[src/rtl/exe_seq_if.sv]
// Handshake bundle between the 3exe tile sequencer and its neighbours (src rx, acc, out ctrl).
// Latency: none, wires only. Backpressure: src_valid gates tile start, out_fin returns drain credit.
interface exe_seq_if #(
    parameter int KW = 6,
    parameter int TW = 8
);
    logic          start;
    logic [TW-1:0] tile_num;
    logic [KW-1:0] k_len;
    logic          src_valid;
    logic          out_fin;

    logic          s_init;
    logic          k_init;
    logic          k_period;
    logic [KW-1:0] k_addr;
    logic          k_fin;
    logic          src_release;
    logic [TW-1:0] tile_idx;
    logic          busy;
    logic          done;

    modport master (
        output start, tile_num, k_len, src_valid, out_fin,
        input  s_init, k_init, k_period, k_addr, k_fin, src_release, tile_idx, busy, done
    );

    modport slave (
        input  start, tile_num, k_len, src_valid, out_fin,
        output s_init, k_init, k_period, k_addr, k_fin, src_release, tile_idx, busy, done
    );
endinterface

[src/rtl/exe_seq.sv]
// Tile sequencer: issues s_init/k_init/k_fin and the k-loop address for each tile of a run.
// Latency: s_init 2 cycles after start; k_fin k_len+5 cycles after start; all outputs registered-state decodes.
// Backpressure: tile start waits for src_valid and for fewer than two undrained tiles at the output.
module exe_seq #(
    parameter int KW = 6,
    parameter int TW = 8
) (
    input  logic       clk,
    input  logic       rst,
    exe_seq_if.slave   bus
);

    typedef enum logic [2:0] {
        IDLE,
        SRC_WAIT,
        S_INIT,
        K_INIT,
        K_RUN,
        K_FIN,
        DRAIN,
        DONE
    } state_t;

    state_t        state_q,    state_d;
    logic [1:0]    out_pend_q, out_pend_d;
    logic [TW-1:0] tile_idx_q, tile_idx_d;
    logic [TW-1:0] tile_num_q, tile_num_d;
    logic [KW-1:0] k_addr_q,   k_addr_d;
    logic [KW-1:0] k_len_q,    k_len_d;
    logic          k_fin_now;

    always_ff @(posedge clk) begin
        if (rst) begin
            state_q    <= IDLE;
            out_pend_q <= '0;
            tile_idx_q <= '0;
            tile_num_q <= '0;
            k_addr_q   <= '0;
            k_len_q    <= '0;
        end else begin
            state_q    <= state_d;
            out_pend_q <= out_pend_d;
            tile_idx_q <= tile_idx_d;
            tile_num_q <= tile_num_d;
            k_addr_q   <= k_addr_d;
            k_len_q    <= k_len_d;
        end
    end

    assign k_fin_now = (state_q == K_FIN);

    always_comb begin
        state_d    = state_q;
        out_pend_d = out_pend_q;
        tile_idx_d = tile_idx_q;
        tile_num_d = tile_num_q;
        k_addr_d   = k_addr_q;
        k_len_d    = k_len_q;

        // Drain credit: a finishing tile and a drained tile in the same cycle cancel out.
        case ({k_fin_now, bus.out_fin})
            2'b10:   out_pend_d = out_pend_q + 2'd1;
            2'b01:   if (out_pend_q != 2'd0) out_pend_d = out_pend_q - 2'd1;
            default: out_pend_d = out_pend_q;
        endcase

        case (state_q)
            IDLE: begin
                if (bus.start) begin
                    tile_num_d = bus.tile_num;
                    k_len_d    = bus.k_len;
                    tile_idx_d = '0;
                    state_d    = (bus.tile_num == '0) ? DONE : SRC_WAIT;
                end
            end
            SRC_WAIT: begin
                if (bus.src_valid && (out_pend_q != 2'd2)) state_d = S_INIT;
            end
            S_INIT: state_d = K_INIT;
            K_INIT: begin
                k_addr_d = '0;
                state_d  = K_RUN;
            end
            K_RUN: begin
                if (k_addr_q == k_len_q) begin
                    k_addr_d = '0;
                    state_d  = K_FIN;
                end else begin
                    k_addr_d = k_addr_q + KW'(1);
                end
            end
            K_FIN: begin
                if (tile_idx_q == (tile_num_q - TW'(1))) begin
                    state_d = DRAIN;
                end else begin
                    tile_idx_d = tile_idx_q + TW'(1);
                    state_d    = SRC_WAIT;
                end
            end
            // Look at the post-update count so a drain completing this cycle ends the run now.
            DRAIN: begin
                if (out_pend_d == 2'd0) state_d = DONE;
            end
            DONE:    state_d = IDLE;
            default: state_d = IDLE;
        endcase
    end

    assign bus.s_init      = (state_q == S_INIT);
    assign bus.k_init      = (state_q == K_INIT);
    assign bus.k_period    = (state_q == K_RUN);
    assign bus.k_addr      = k_addr_q;
    assign bus.k_fin       = k_fin_now;
    assign bus.src_release = k_fin_now;
    assign bus.tile_idx    = tile_idx_q;
    assign bus.busy        = (state_q != IDLE);
    assign bus.done        = (state_q == DONE);

endmodule

[src/flat_wrapper.sv]
// flat-port wrapper written by rule: the top's interface ports become plain ports
module exe_seq_flat 
#(
    parameter int KW = 6,
    parameter int TW = 8
)
  (clk, rst, bus_start, bus_tile_num, bus_k_len, bus_src_valid, bus_out_fin, bus_s_init, bus_k_init, bus_k_period, bus_k_addr, bus_k_fin, bus_src_release, bus_tile_idx, bus_busy, bus_done);
  exe_seq_if #(.KW(KW), .TW(TW)) bus_i ();
  input  logic clk;
  input  logic rst;
  input wire logic [$bits(bus_i.start)-1:0] bus_start;
  input wire logic [$bits(bus_i.tile_num)-1:0] bus_tile_num;
  input wire logic [$bits(bus_i.k_len)-1:0] bus_k_len;
  input wire logic [$bits(bus_i.src_valid)-1:0] bus_src_valid;
  input wire logic [$bits(bus_i.out_fin)-1:0] bus_out_fin;
  output wire logic [$bits(bus_i.s_init)-1:0] bus_s_init;
  output wire logic [$bits(bus_i.k_init)-1:0] bus_k_init;
  output wire logic [$bits(bus_i.k_period)-1:0] bus_k_period;
  output wire logic [$bits(bus_i.k_addr)-1:0] bus_k_addr;
  output wire logic [$bits(bus_i.k_fin)-1:0] bus_k_fin;
  output wire logic [$bits(bus_i.src_release)-1:0] bus_src_release;
  output wire logic [$bits(bus_i.tile_idx)-1:0] bus_tile_idx;
  output wire logic [$bits(bus_i.busy)-1:0] bus_busy;
  output wire logic [$bits(bus_i.done)-1:0] bus_done;
  assign bus_i.start = bus_start;
  assign bus_i.tile_num = bus_tile_num;
  assign bus_i.k_len = bus_k_len;
  assign bus_i.src_valid = bus_src_valid;
  assign bus_i.out_fin = bus_out_fin;
  assign bus_s_init = bus_i.s_init;
  assign bus_k_init = bus_i.k_init;
  assign bus_k_period = bus_i.k_period;
  assign bus_k_addr = bus_i.k_addr;
  assign bus_k_fin = bus_i.k_fin;
  assign bus_src_release = bus_i.src_release;
  assign bus_tile_idx = bus_i.tile_idx;
  assign bus_busy = bus_i.busy;
  assign bus_done = bus_i.done;
  exe_seq #(.KW(KW), .TW(TW)) u_core (.clk(clk), .rst(rst), .bus(bus_i));
endmodule
[config.mk]
export PLATFORM = sky130hd
export DESIGN_NAME = exe_seq_flat
export DESIGN_NICKNAME = d
export VERILOG_FILES = /design/src/rtl/exe_seq_if.sv /design/src/rtl/exe_seq.sv /design/src/flat_wrapper.sv
export SDC_FILE = /design/constraint.sdc
export NUM_CORES = 1
export LEC_CHECK = 0
export ABC_AREA = 1
export CORE_UTILIZATION = 47
export CTS_CLUSTER_SIZE = 40
export DETAILED_ROUTE_END_ITERATION = 8
export GPL_ROUTABILITY_DRIVEN = 1
export PLACE_DENSITY_LB_ADDON = 0.1
export SYNTH_ARGS = -nofsm -noshare
export SYNTH_HDL_FRONTEND = slang
export SYNTH_SLANG_ARGS = --single-unit
[constraint.sdc]
create_clock -name clk -period 2.1 [get_ports clk]
set_input_delay 0.63 -clock clk [delete_from_list [all_inputs] [get_ports clk]]
set_output_delay 0.63 -clock clk [all_outputs]
set_load 0.005 [all_outputs]
---- After elaboration in Yosys (flattened, before gate mapping) ----
Index checks and enable logic that the tools add are counted.
cells by class
  add/sub/neg operators ................... 5
  $mul .................................... 0
  divide/modulo/power cells ............... 0
  order comparisons ....................... 0
  eq/ne operators ......................... 17
  shift operators ......................... 0
  multiplexer cells ....................... 14
  bitwise operators ....................... 0
  reductions and logical operators ........ 11
operators by type and width
  operator                                                               number
  3-bit case mux with 8 select lines                                     1
  3-bit two-way mux                                                      6
  8-bit two-way mux                                                      2
  8-bit case mux with 2 select lines                                     1
  3-bit equality test, second input constant                             4
  6-bit case mux with 2 select lines                                     1
  8-bit by 1-bit adder with 8-bit output, second input constant          1
  8-bit equality test                                                    1
  8-bit logical NOT                                                      1
  8-bit by 1-bit subtractor with 8-bit output, second input constant     1
  6-bit by 1-bit adder with 6-bit output, second input constant          1
  3-bit by 2-bit equality test with 1-bit output, second input constant  2
  6-bit equality test                                                    1
  6-bit two-way mux                                                      1
  2-bit by 1-bit != test with 1-bit output, second input constant        3
  2-bit != test, second input constant                                   3
  2-bit nonzero test                                                     3
  2-bit case mux with 2 select lines                                     1
  4-bit AND reduction                                                    1
  3-bit by 1-bit equality test with 1-bit output, second input constant  1
  3-bit logical NOT                                                      1
  3-bit AND reduction                                                    1
  3-bit nonzero test                                                     1
  2-bit by 1-bit adder with 2-bit output, second input constant          1
  7 further kinds                                                        7
word-level totals
  flip-flop bits (word level) ............. 33
  bits in latches ......................... 0
  memory bits (writable) .................. 0
  bits in read-only memories .............. 0
  input port bits ......................... 19
  word-level logic and storage cells ...... 53
  memories kept ........................... 0

---- Logic depth before layout (Yosys ltp) ----
  depth in word-level cells ............... 6
  depth in mapped cells ................... 15
  depth with buffers taken out ............ 15

---- Worst setup path after synthesis ----
OpenSTA, ideal clock, no wires.
  path kind ............................... flip-flop to flip-flop
  start ................................... reg u_core.state_q[2]
  end ..................................... reg u_core.state_q[1]
  arrival ................................. 1,886 ps
  required time ........................... 1,988 ps
  setup slack ............................. 103 ps
  cell stages (with the launch flop) ...... 15
  buffers on the path ..................... 0
  cell sequence ........................... dfxtp_1 -> nand2_1 -> nor2_8 -> inv_2 -> ha_1 -> inv_2 -> nand3_1 -> o21ai_0 -> nand2_1 -> a21oi_1 -> nand2_1 -> nor2_1 -> inv_1 -> nor2_1 -> nor2_1
on the way
  longest elaborated chain between the ends .. 6
  elaborated cells on any way between the ends .. 18
ends and longest elaborated chain
  element                                                                                RTL line            source
  from (decl)                                                                            exe_seq.sv:24       state_t state_q, state_d;
  from (signal assigned)                                                                 exe_seq.sv:41       state_q <= state_d;
  3-bit equality test *                                                                  exe_seq.sv:50       assign k_fin_now = (state_q == K_FIN);
  via bus_k_fin                                                                          flat_wrapper.sv:20  output wire logic [$bits(bus_i.k_fin)-1:0] bus_k_fin;
  2-bit by 1-bit equality test with 1-bit output or 2-bit equality test (tied branches)  exe_seq.sv:61       case ({k_fin_now, bus.out_fin})
  2-bit case mux with 2 select lines                                                     exe_seq.sv:61
  2-bit logical NOT                                                                      exe_seq.sv:102      if (out_pend_d == 2'd0) state_d = DONE;
  2-bit by 1-bit != test with 1-bit output (no line)                                     -
  4-bit AND reduction (no line)                                                          -
The timed path passes the listed nets; every way through them passes the cells marked *.
A chain may end at the register's enable or synchronous reset.

---- Worst setup path in the final report ----
  start ................................... reg u_core.state_q[0]
  end ..................................... out bus_s_init
on the way
  longest elaborated chain between the ends .. 1
ends and longest elaborated chain
  element                                         RTL line            source
  3-bit by 2-bit equality test with 1-bit output  exe_seq.sv:109      assign bus.s_init = (state_q == S_INIT);
  to (decl)                                       flat_wrapper.sv:16  output wire logic [$bits(bus_i.s_init)-1:0] bus_s_init;
Every way passes these cells.

==> results.tsv <==
stage	metric	value	unit
run_status	status	finished, final reports clean	
clocking	Root Buffer	clkbuf_8	
synthesis	Netlist Area Pre-Place	2030	um^2
cells_and_area	layout cells sized above 1	17.0	%
grt	total gr overflow	0	
run	Max Cap Viol	0	
floorplanning	Cell Rows	23	
clocking	Reg clk slew, reported paths	0.07	ns
synthesis	Synth async-reset ratio	0	%
place	PortBufs	39	
clocking	CTS max path bufs	2	
synthesis	register bit total from synthesis	33	
power_and_ir_drop	Flop pwr share	29.1	%
power_and_ir_drop	clock share of power	20.3	%
detailed_routing	final wirelength	5.05	mm
place	dpl cells	400	
floorplanning	Top Ports	40	
cells_and_area	Cell Count, Final, Fillers Out	415	
detailed_routing	WL/cell	12.2	um
cells_and_area	fin util	67.9	%
synthesis	unique cell type count in the Yosys netlist	34	
clocking	Clk Latency, worst-skew pair	0.28	ns
clocking	CTS tree	done	
power_and_ir_drop	Int Power	0.00180	W
critical_path	Setup Crit Path Kind	reg -> out	
power_and_ir_drop	Pwr Density	1100	nW/um^2
critical_path	CP Launch Type	flip-flop	
synthesis	number of synthesized flops with an enable pin	0	
clocking	clk sinks	33	
synthesis	Compound-Gate Fraction of Synth Area	11.7	%
timing	Setup TNS	0	ns
cells_and_area	area delta synth->final	36.3	%
critical_path	Worst EP required	1.47	ns
synthesis	Synth area leaders	dfxtp_1 (32%), nand2_1 (14%), nor2_1 (8.9%), ha_1 (4.9%), nand3_1 (4.7%)	
floorplanning	Die X	67.8	um
synthesis	top-count cell post-synth	nand2_1	
timing	Final Hold Fails	0	
timing	relative slew slack	66.0	%
synthesis	Simple-Gate Fraction of Synth Area	36.3	%
grt	initial antenna violation count	0	
power_and_ir_drop	P_sw	0.00126	W
cells_and_area	ant diodes	0	
synthesis	Seq/Total Area, Yosys	32.5	%
timing	Tightest Pin Transition	0.510	ns
place	detailed-placement wirelength estimate	3.62	mm
floorplanning	Total Die Area	4600	um^2
power_and_ir_drop	worst vdd ir	683	uV
synthesis	Post-Synth Adder-Cell Area	4.92	%
timing	Tcrit/Tclk final	96.4	%
detailed_routing	Residual DRC	0	
timing	Tmin final	2.02	ns
synthesis	synthesized area per cell	6.63	um^2
synthesis	top_reg_cell synth	dfxtp_1	
grt	first-pass GRT wire length	7.65	mm
critical_path	register-to-register setup slack	0.08	ns
critical_path	Cell Chain, Critical Path	inv_4, nand2_2, nor2_1, clkdlybuf4s50_1	
detailed_routing	drt pass-1 iters	4	
critical_path	Slowest-stage cell, CP	clkdlybuf4s50_1	
critical_path	CP arrival	1.39	ns
timing	Max Freq	0.494	GHz
timing	final setup fails	0	
critical_path	Worst setup EP type	output pin	
grt	gr usage total	22.5	%
detailed_routing	total number of vias	2097	
synthesis	syn_nets	334	
grt	largest net degree at the start of global routing	19	
synthesis	Cells after Synth	307	
clocking	H-tree depth	2	
floorplanning	Die H	67.8	um
power_and_ir_drop	Combinational Power Share	50.6	%
synthesis	cell taking the most area after synthesis	dfxtp_1	
critical_path	CP max FO	6	
synthesis	total number of yosys warnings	0	
power_and_ir_drop	Pleak	1.25	nW
timing	worst clock skew	0.00561	ns
grt	number of global-route vias before repair	1755	
synthesis	largest family of logic cells by synthesized area	simple AND/OR/NAND/NOR gates	
place	GP Congestion	0.909	
critical_path	delay-heaviest family, CP	buffers and inverters	
cells_and_area	nets@finish	391	
power_and_ir_drop	switching share of power	41.2	%
floorplanning	core area	4090	um^2
critical_path	Critical Path Max Stage Delay	0.50	ns
detailed_routing	Vias/cell	5.05	
timing	Pins Over Slew Limit	0	
synthesis	Synth top cells by count	nand2_1 (75), nor2_1 (48), dfxtp_1 (33)	
synthesis	Yosys top cell area share	32.5	%
clocking	cts bufs inserted	5	
hold_path	HP Class	reg -> reg	
critical_path	worst path bufs/invs	2	
synthesis	Synth Area in XOR/XNOR	6.46	%
floorplanning	Initial Util	49.8	%
detailed_routing	Routed Antenna Nets	0	
synthesis	mux cell area share after synthesis	0	%
detailed_routing	1st-iter DRT viols	199	
layer usage:
| layer | part of all wire, % | GRT usage, % | wire length, um |
|---|---|---|---|
| met4 | 1.4 | 8.07 | 71 |
| met5 | 0 | 0 | 0 |
| met1 | 47 | 30.2 | 2350 |
| met2 | 44 | 34.4 | 2230 |
| met3 | 7.7 | 5.74 | 390 |
final timing paths:
path | from | to | cells after the start
min | u_core.k_len_q[3] | u_core.k_len_q[3] | 2
min reg2reg | u_core.k_len_q[3] | u_core.k_len_q[3] | 2
max reg2reg | u_core.state_q[1] | u_core.state_q[0] | 15
max | u_core.state_q[0] | bus_s_init | 4
sequential cells by signal, indices dropped and copies added, names as in the netlist:
signal and count:
u_core.bus.k_addr 6, u_core.state_q 3, u_core.tile_num_q 8, u_core.out_pend_q 2, u_core.bus.tile_idx 8, u_core.k_len_q 6
area by class of cell:
cell class,count,area [um^2]
Multi-Input combinational cell,232,1260
Sequential cell,33,664
Inverter,35,136
Fill cell,375,1310
Tap cell,50,62.6
Timing Repair Buffer,57,528
Clock inverter,1,30.0
Clock buffer,7,86.3
cells by family (layout without fill, tap and decap cells):
| group | after synthesis | in the layout |
|---|---|---|
| buffers and inverters | 42 | 100 |
| adder cells (fa/ha/maj) | 8 | 8 |
| AND/OR/NAND/NOR | 165 | 165 |
| XOR/XNOR | 15 | 15 |
| AO/OA/AOI/OAI | 44 | 44 |
| flip-flops | 33 | 33 |
worst register-to-register path, stage by stage (launching register included):
cell and delay (ns):
dfxtp_2 0.36, inv_4 0.09, nand2_4 0.07, nor2_8 0.14
inv_2 0.07, ha_4 0.24, inv_2 0.08, nand3_1 0.10
o21ai_2 0.08, nand2_1 0.09, a21oi_2 0.17, nand2_1 0.11
buf_4 0.15, nand2_1 0.05, nand2_1 0.05, a21oi_1 0.11
power by group through the flow:
stage / logic [W] / clock network, W / registers, W
after global placement: 0.00136 / 0 / 0.000876
final: 0.00155 / 0.000621 / 0.000888
after floorplan: 0.000970 / 0 / 0.000861
after CTS: 0.00144 / 0.000635 / 0.000869
after detailed placement: 0.00138 / 0 / 0.000875
after global routing: 0.00173 / 0.000654 / 0.000905
repair_timing:
item	in CTS	in global routing
setup buffers	4	3
pin swaps	1	3
endpoints found under the setup margin	6	6
hold buffers	0	0
resized for setup	10	17
hold endpoints to repair	0	0
cell usage in the layout (no fill, tap or decap), drive strengths merged:
master         count
nand2             77
nor2              53
inv               34
dfxtp             33
clkdlybuf4s50     32
nand3             22
o21ai             21
a21oi             20
buf               18
xor2              10
ha                 8
clkbuf             7
xnor2              5
nor3               5
dlygate4sd2        4
dlymetal6s2s       3
nor3b              2
nor4               2
and3               2
or2                2
o211ai             1
clkinv             1
o22ai              1
a211oi             1
bufinv             1
per-stage QoR:
step / instance area [um^2] / setup slack [ns] / power, W / hold WS, ns
6_report: 2770 / 0.0758 / 0.00306 / 0.480
5_1_grt: 2770 / -0.0539 / 0.00329 / 0.516
4_1_cts: 2700 / -0.0603 / 0.00295 / 0.480
3_5_place_dp: 2540 / -0.281 / 0.00226 / 0.470
3_3_place_gp: 2540 / -0.244 / 0.00224 / 0.466
2_1_floorplan: 2030 / 0.103 / 0.00183 / 0.446
Power figures use the tool's default switching activity.
